File: src/rtl/dcache_victim_ctrl.sv
// Miss handler between the write-back dcache and the 4-entry FIFO victim cache:
// probe the victim, fall back to memory, push the evicted line, then refill.
module dcache_victim_ctrl #(
    parameter int DCACHE_LINE_WIDTH = 128,
    parameter int DCACHE_TAG_BITS   = 20,
    parameter int STAT_W            = 16
) (
    input  logic                         clk,
    input  logic                         rst,
    input  logic                         miss_req_i,
    input  logic [DCACHE_TAG_BITS-1:0]   miss_tag_i,
    input  logic                         evict_valid_i,
    input  logic [DCACHE_TAG_BITS-1:0]   evict_tag_i,
    input  logic [DCACHE_LINE_WIDTH-1:0] evict_data_i,
    output logic [DCACHE_TAG_BITS-1:0]   v_tag_o,
    output logic                         v_wr_en_o,
    output logic [DCACHE_LINE_WIDTH-1:0] data_cache2victim_o,
    input  logic                         v_hit_i,
    input  logic [DCACHE_LINE_WIDTH-1:0] data_victim2cache_i,
    output logic                         mem_req_o,
    output logic [DCACHE_TAG_BITS-1:0]   mem_tag_o,
    input  logic                         mem_ack_i,
    input  logic [DCACHE_LINE_WIDTH-1:0] mem_data_i,
    output logic                         fill_valid_o,
    output logic [DCACHE_LINE_WIDTH-1:0] fill_data_o,
    output logic                         fill_src_o,
    output logic                         miss_ack_o,
    output logic                         busy_o,
    output logic [STAT_W-1:0]            vhit_cnt_o,
    output logic [STAT_W-1:0]            vmiss_cnt_o
);

    typedef enum logic [2:0] {IDLE, PROBE, MEM, EVICT, FILL} state_t;

    localparam logic [STAT_W-1:0] CNT_MAX = {STAT_W{1'b1}};

    state_t                         state, state_nxt, after_data;
    logic [DCACHE_TAG_BITS-1:0]     miss_tag_q, evict_tag_q;
    logic                           evict_valid_q;
    logic [DCACHE_LINE_WIDTH-1:0]   evict_data_q, line_q;
    logic                           src_q;
    logic [STAT_W-1:0]              vhit_cnt, vmiss_cnt;
    logic                           mem_req_raw;

    // Once the refill line is known, the eviction write (if any) precedes the fill.
    assign after_data = evict_valid_q ? EVICT : FILL;

    // NOTE: every register here uses non-blocking assignment so all state
    // updates see the pre-edge values, regardless of statement order.
    always_ff @(posedge clk) begin
        if (rst) begin
            state         <= IDLE;
            miss_tag_q    <= '0;
            evict_valid_q <= 1'b0;
            evict_tag_q   <= '0;
            evict_data_q  <= '0;
            line_q        <= '0;
            src_q         <= 1'b0;
            vhit_cnt      <= '0;
            vmiss_cnt     <= '0;
        end else begin
            state <= state_nxt;
            case (state)
                IDLE: if (miss_req_i) begin
                    miss_tag_q    <= miss_tag_i;
                    evict_valid_q <= evict_valid_i;
                    evict_tag_q   <= evict_tag_i;
                    evict_data_q  <= evict_data_i;
                end
                PROBE: if (v_hit_i) begin
                    line_q <= data_victim2cache_i;
                    src_q  <= 1'b1;
                    if (vhit_cnt != CNT_MAX) vhit_cnt <= vhit_cnt + 1'b1;
                end else begin
                    if (vmiss_cnt != CNT_MAX) vmiss_cnt <= vmiss_cnt + 1'b1;
                end
                MEM: if (mem_ack_i) begin
                    line_q <= mem_data_i;
                    src_q  <= 1'b0;
                end
                default: ;
            endcase
        end
    end

    // NOTE: every output and next-state value gets a default before the case,
    // so no path through this block can infer a latch.
    always_comb begin
        state_nxt           = state;
        v_tag_o             = '0;
        v_wr_en_o           = 1'b0;
        data_cache2victim_o = '0;
        mem_req_raw         = 1'b0;
        mem_tag_o           = '0;
        fill_valid_o        = 1'b0;
        fill_data_o         = '0;
        fill_src_o          = 1'b0;
        miss_ack_o          = 1'b0;
        case (state)
            IDLE:  if (miss_req_i) state_nxt = PROBE;
            PROBE: begin
                v_tag_o   = miss_tag_q;
                state_nxt = v_hit_i ? after_data : MEM;
            end
            MEM: begin
                mem_req_raw = 1'b1;
                mem_tag_o   = miss_tag_q;
                if (mem_ack_i) state_nxt = after_data;
            end
            EVICT: begin
                v_wr_en_o           = 1'b1;
                v_tag_o             = evict_tag_q;
                data_cache2victim_o = evict_data_q;
                state_nxt           = FILL;
            end
            FILL: begin
                fill_valid_o = 1'b1;
                miss_ack_o   = 1'b1;
                fill_data_o  = line_q;
                fill_src_o   = src_q;
                state_nxt    = IDLE;
            end
            default: state_nxt = IDLE;
        endcase
    end

    // An outstanding memory request is withdrawn as soon as reset is asserted.
    assign mem_req_o   = mem_req_raw & ~rst;
    assign busy_o      = (state != IDLE);
    assign vhit_cnt_o  = vhit_cnt;
    assign vmiss_cnt_o = vmiss_cnt;

endmodule
File: config.mk
export PLATFORM = sky130hd
export DESIGN_NAME = dcache_victim_ctrl
export DESIGN_NICKNAME = d
export VERILOG_FILES = /design/src/rtl/dcache_victim_ctrl.sv
export SDC_FILE = /design/constraint.sdc
export NUM_CORES = 1
export LEC_CHECK = 0
export BUFFER_PORTS_ARGS = -buffer_cell sky130_fd_sc_hd__buf_2
export CAP_MARGIN = 20
export CORE_AREA = 2 2 294 296
export CTS_BUF_LIST = sky130_fd_sc_hd__clkbuf_16
export DETAILED_ROUTE_END_ITERATION = 7
export DIE_AREA = 0 0 296 298
export GPL_ROUTABILITY_DRIVEN = 0
export PLACE_DENSITY_LB_ADDON = 0.25
export RECOVER_POWER = 50
export SYNTH_ARGS = -nofsm -noshare
export SYNTH_HDL_FRONTEND = slang
export SYNTH_SLANG_ARGS = --single-unit
File: constraint.sdc
create_clock -name clk -period 4.4 [get_ports clk]
set_input_delay 0.88 -clock clk [delete_from_list [all_inputs] [get_ports clk]]
set_output_delay 0.88 -clock clk [all_outputs]
set_load 0.02 [all_outputs]
==> impl_metrics.csv <==
group,metric,value,unit
grt,grt.overflow.total,0,
sta,fmax,268.1,MHz
run_status,status,"finished with violations",
sta,rsz0062_at_grt,"false",
critical_path,r2r_start,"state[2]",
critical_path,r2r_cells,4,
clock_network,cts-buffers-inserted,41,
critical_path,cp_cell_sequence,"nor3b_1 > buf_4 > and2_1 > buf_2",
grt,grt_max_degree,130,
finish,layout-drive-gt1-share,32.60,%
power,leakage,9.744,nW
placed_design,place_inst,3656,
detailed_routing,post_drt_wl_per_cell,17.81,µm
critical_path,critPathRequiredTime,3.52,ns
detailed_routing,dr.pass1.iters,5,
sta,tightest_slew,1.777,ns
clock_network,cts_tree,"built",
clock_network,cts.sinks,333,
grt,grt_pass1_wl,94.81,mm
grt,track_usage,14.06,%
yosys,synthFlopType,"dfxtp_1",
worst_hold_path,hold_class,"reg -> reg",
critical_path,ff2ff_setup_slack,0.84,ns
sta,finClkSkew,0.009380,ns
clock_network,cts_max_level,2,
detailed_routing,wl,66.63,mm
detailed_routing,via_count,15750,
detailed_routing,drt_iter0_markers,632,
clock_network,clock_latency,0.55,ns
finish,area_delta_synth_final,39.56,%
critical_path,criticalPathCategory,"reg -> out",
placed_design,io_buffers,763,
critical_path,cp_max_fo,100,
floorplan,rows,107,
yosys,synth_nets,2322,
yosys,netlist_instances,1890,
critical_path,cp_top_family,"simple AND/OR/NAND/NOR gates",
critical_path,cp_slowest_cell,"nor3b_1",
floorplan,dieArea,0.08821,mm²
finish,final-instance-count-excl-fill,3740,
detailed_routing,detail-route-antenna-nets,0,
clock_network,postCtsHoldBufs,0,
sta,finalHoldViolCount,0,
critical_path,max_stage_delay,0.89,ns
detailed_routing,vias_per_cell,4.210,
detailed_routing,post-route-drc-count,0,
floorplan,dieWidth,296,µm
worst_hold_path,holdPathEnd,"evict_data_q[118]",
floorplan,ios,764,
grt,antenna_found_initial,30,
worst_hold_path,hold_start,"evict_data_q[118]",
worst_hold_path,hold_depth,2,
grt,grt_pass1_vias,14800,
yosys,syn_avg_cell_area,8.145,µm²
yosys,ys_ff_latch,333,
yosys,synth-edff-count,0,
clock_network,cts.path.max_buffers,3,
critical_path,endpoint_kind,"primary output",
run_status,violations,"max-capacitance violations, max-slew violations",
sta,fin_ws,0.6703,ns
sta,maxSlewViolCount,11,
yosys,async_reset_ff_share,0,%
sta,setup_tns,0,ns
finish,nets,2987,
sta,min_period_over_period,84.77,%
yosys,ys_seq_area_share,43.30,%
clock_network,postCtsSetupRepairBufs,0,
clock_network,cts_root_buf,"clkbuf_16",
yosys,synth_warnings,0,
floorplan,coreArea,0.08488,mm²
power,p_per_area,389.8,mW/mm²
critical_path,cp.arrival,2.85,ns
sta,relSlewSlack,-20.13,%
floorplan,fp.dieH,298,µm
critical_path,critPathLaunchType,"flip-flop",
critical_path,cp-startpoint,"state[2]",
sta,setup_viol,0,
floorplan,start_util,18.14,%
critical_path,path_buf_inv,2,
clock_network,clk_pin_slew,0.06,ns
finish,finish.utilization,25.31,%
critical_path,r2r-end,"vmiss_cnt_o[15]",
job,cap_viol_max_count,1,
placed_design,pre_cts_slack,1.340,ns
yosys,synth_cell_types,40,
sta,final.min_clock_period,3.730,ns
placed_design,place_hpwl,49.60,mm
yosys,syn-cell-area,0.01539,mm²
clock_network,cts_resized,0,
power,peakVddDrop,0.2002,mV
-- sequential cells by signal (all words and copies together), names as in the netlist, 3 cells and up --
register,count
miss_tag_q,20
line_q,128
evict_tag_q,20
state,3
vhit_cnt_o,16
vmiss_cnt_o,16
evict_data_q,128
-- per-stage QoR --
| step | total power, mW | hold slack (ns) | instance area (µm²) |
|---|---|---|---|
| floorplan | 4.645 | 0.4317 | 15390 |
| global placement | 5.341 | 0.4394 | 20360 |
| detailed placement | 5.352 | 0.4430 | 20360 |
| CTS | 8.578 | 0.4510 | 21580 |
| global route | 8.849 | 0.4661 | 21480 |
| finish | 8.376 | 0.4481 | 21480 |
-- cell usage in the layout (no fill, tap or decap), types with 5 or more instances in the layout --
master and count:
nand4_1 10, a21oi_1 187, a211oi_1 133, clkbuf_1 38, dfxtp_1 332, nor4_1 9, nor2b_1 14, a22o_1 20
clkinv_1 8, buf_4 20, o21ai_0 9, and2_1 149, and3_1 131, or4_1 8, clkinv_2 6, nand2_1 345
nor3_1 5, buf_2 730, mux2i_1 130, inv_1 27, nor2_1 150, mux2_2 16, clkbuf_16 43, buf_12 10
diode_2 10, nand3_1 10, o31ai_1 7
-- kinds of logic after synthesis --
logic type | Yosys count | synth area share, %
AO/OA/AOI/OAI | 360 | 14.61
multiplexers | 146 | 9.623
flip-flops | 333 | 43.30
buffers and inverters | 191 | 5.112
adder cells (fa/ha/maj) | 2 | 0.1625
XOR/XNOR | 1 | 0.05690
AND/OR/NAND/NOR | 857 | 27.14
-- final cells by class --
| class | count | area, µm² |
|---|---|---|
| Fill cell | 9578 | 63390 |
| Tap cell | 1144 | 1431 |
| Inverter | 14 | 52.55 |
| Clock inverter | 31 | 140.1 |
| Sequential cell | 333 | 6670 |
| Timing Repair Buffer | 799 | 4161 |
| Multi-Input combinational cell | 1366 | 7928 |
| Antenna cell | 10 | 25.02 |
| Clock buffer | 43 | 1076 |
-- synthesized netlist by cell type (16+ instances only) --
master	count	area share (%)
nand2_1	346	8.4
dfxtp_1	333	43
a21oi_1	187	6.1
nor2_1	152	3.7
and2_1	150	6.1
a211oi_1	133	6.5
and3_1	131	5.3
mux2i_1	130	8.5
clkbuf_1	124	3.0
buf_2	44	1.4
a22o_1	21	1.2
mux2_2	16	1.2
-- power by group --
group / internal, mW / switching (mW) / leakage, nW
Sequential: 3.36 / 0.224 / 2.73
Clock: 1.76 / 1.38 / 0.649
Combinational: 0.615 / 1.03 / 6.37
Total: 5.74 / 2.64 / 9.74
-- per-layer routing --
layer	share of wire (%)	global-route usage, %	up-vias	wire length, µm
li1	-	-	7816	-
met1	41	16.64	7240	27430
met2	49	24.55	581	32700
met3	7.7	3.894	89	5130
met4	1.9	4.125	20	1242
met5	0.19	0	-	124
-- worst min-delay path, cell delays in order, from the launching register on --
cell and delay (ns):
dfxtp_1 0.30, nand2_1 0.05, a21oi_1 0.05
-- worst max path at each step --
stage / to / slack, ns / depth (start not counted)
floorplan: mem_req_o / 1.78 / 4
finish: mem_tag_o[15] / 0.67 / 4
detailed placement: fill_data_o[120] / 1.34 / 3
global route: vmiss_cnt_o[15] / 0.36 / 4
global placement: fill_data_o[124] / 1.33 / 3
CTS: fill_data_o[120] / 0.71 / 3
Note: power is estimated with default switching activity, not from simulation.
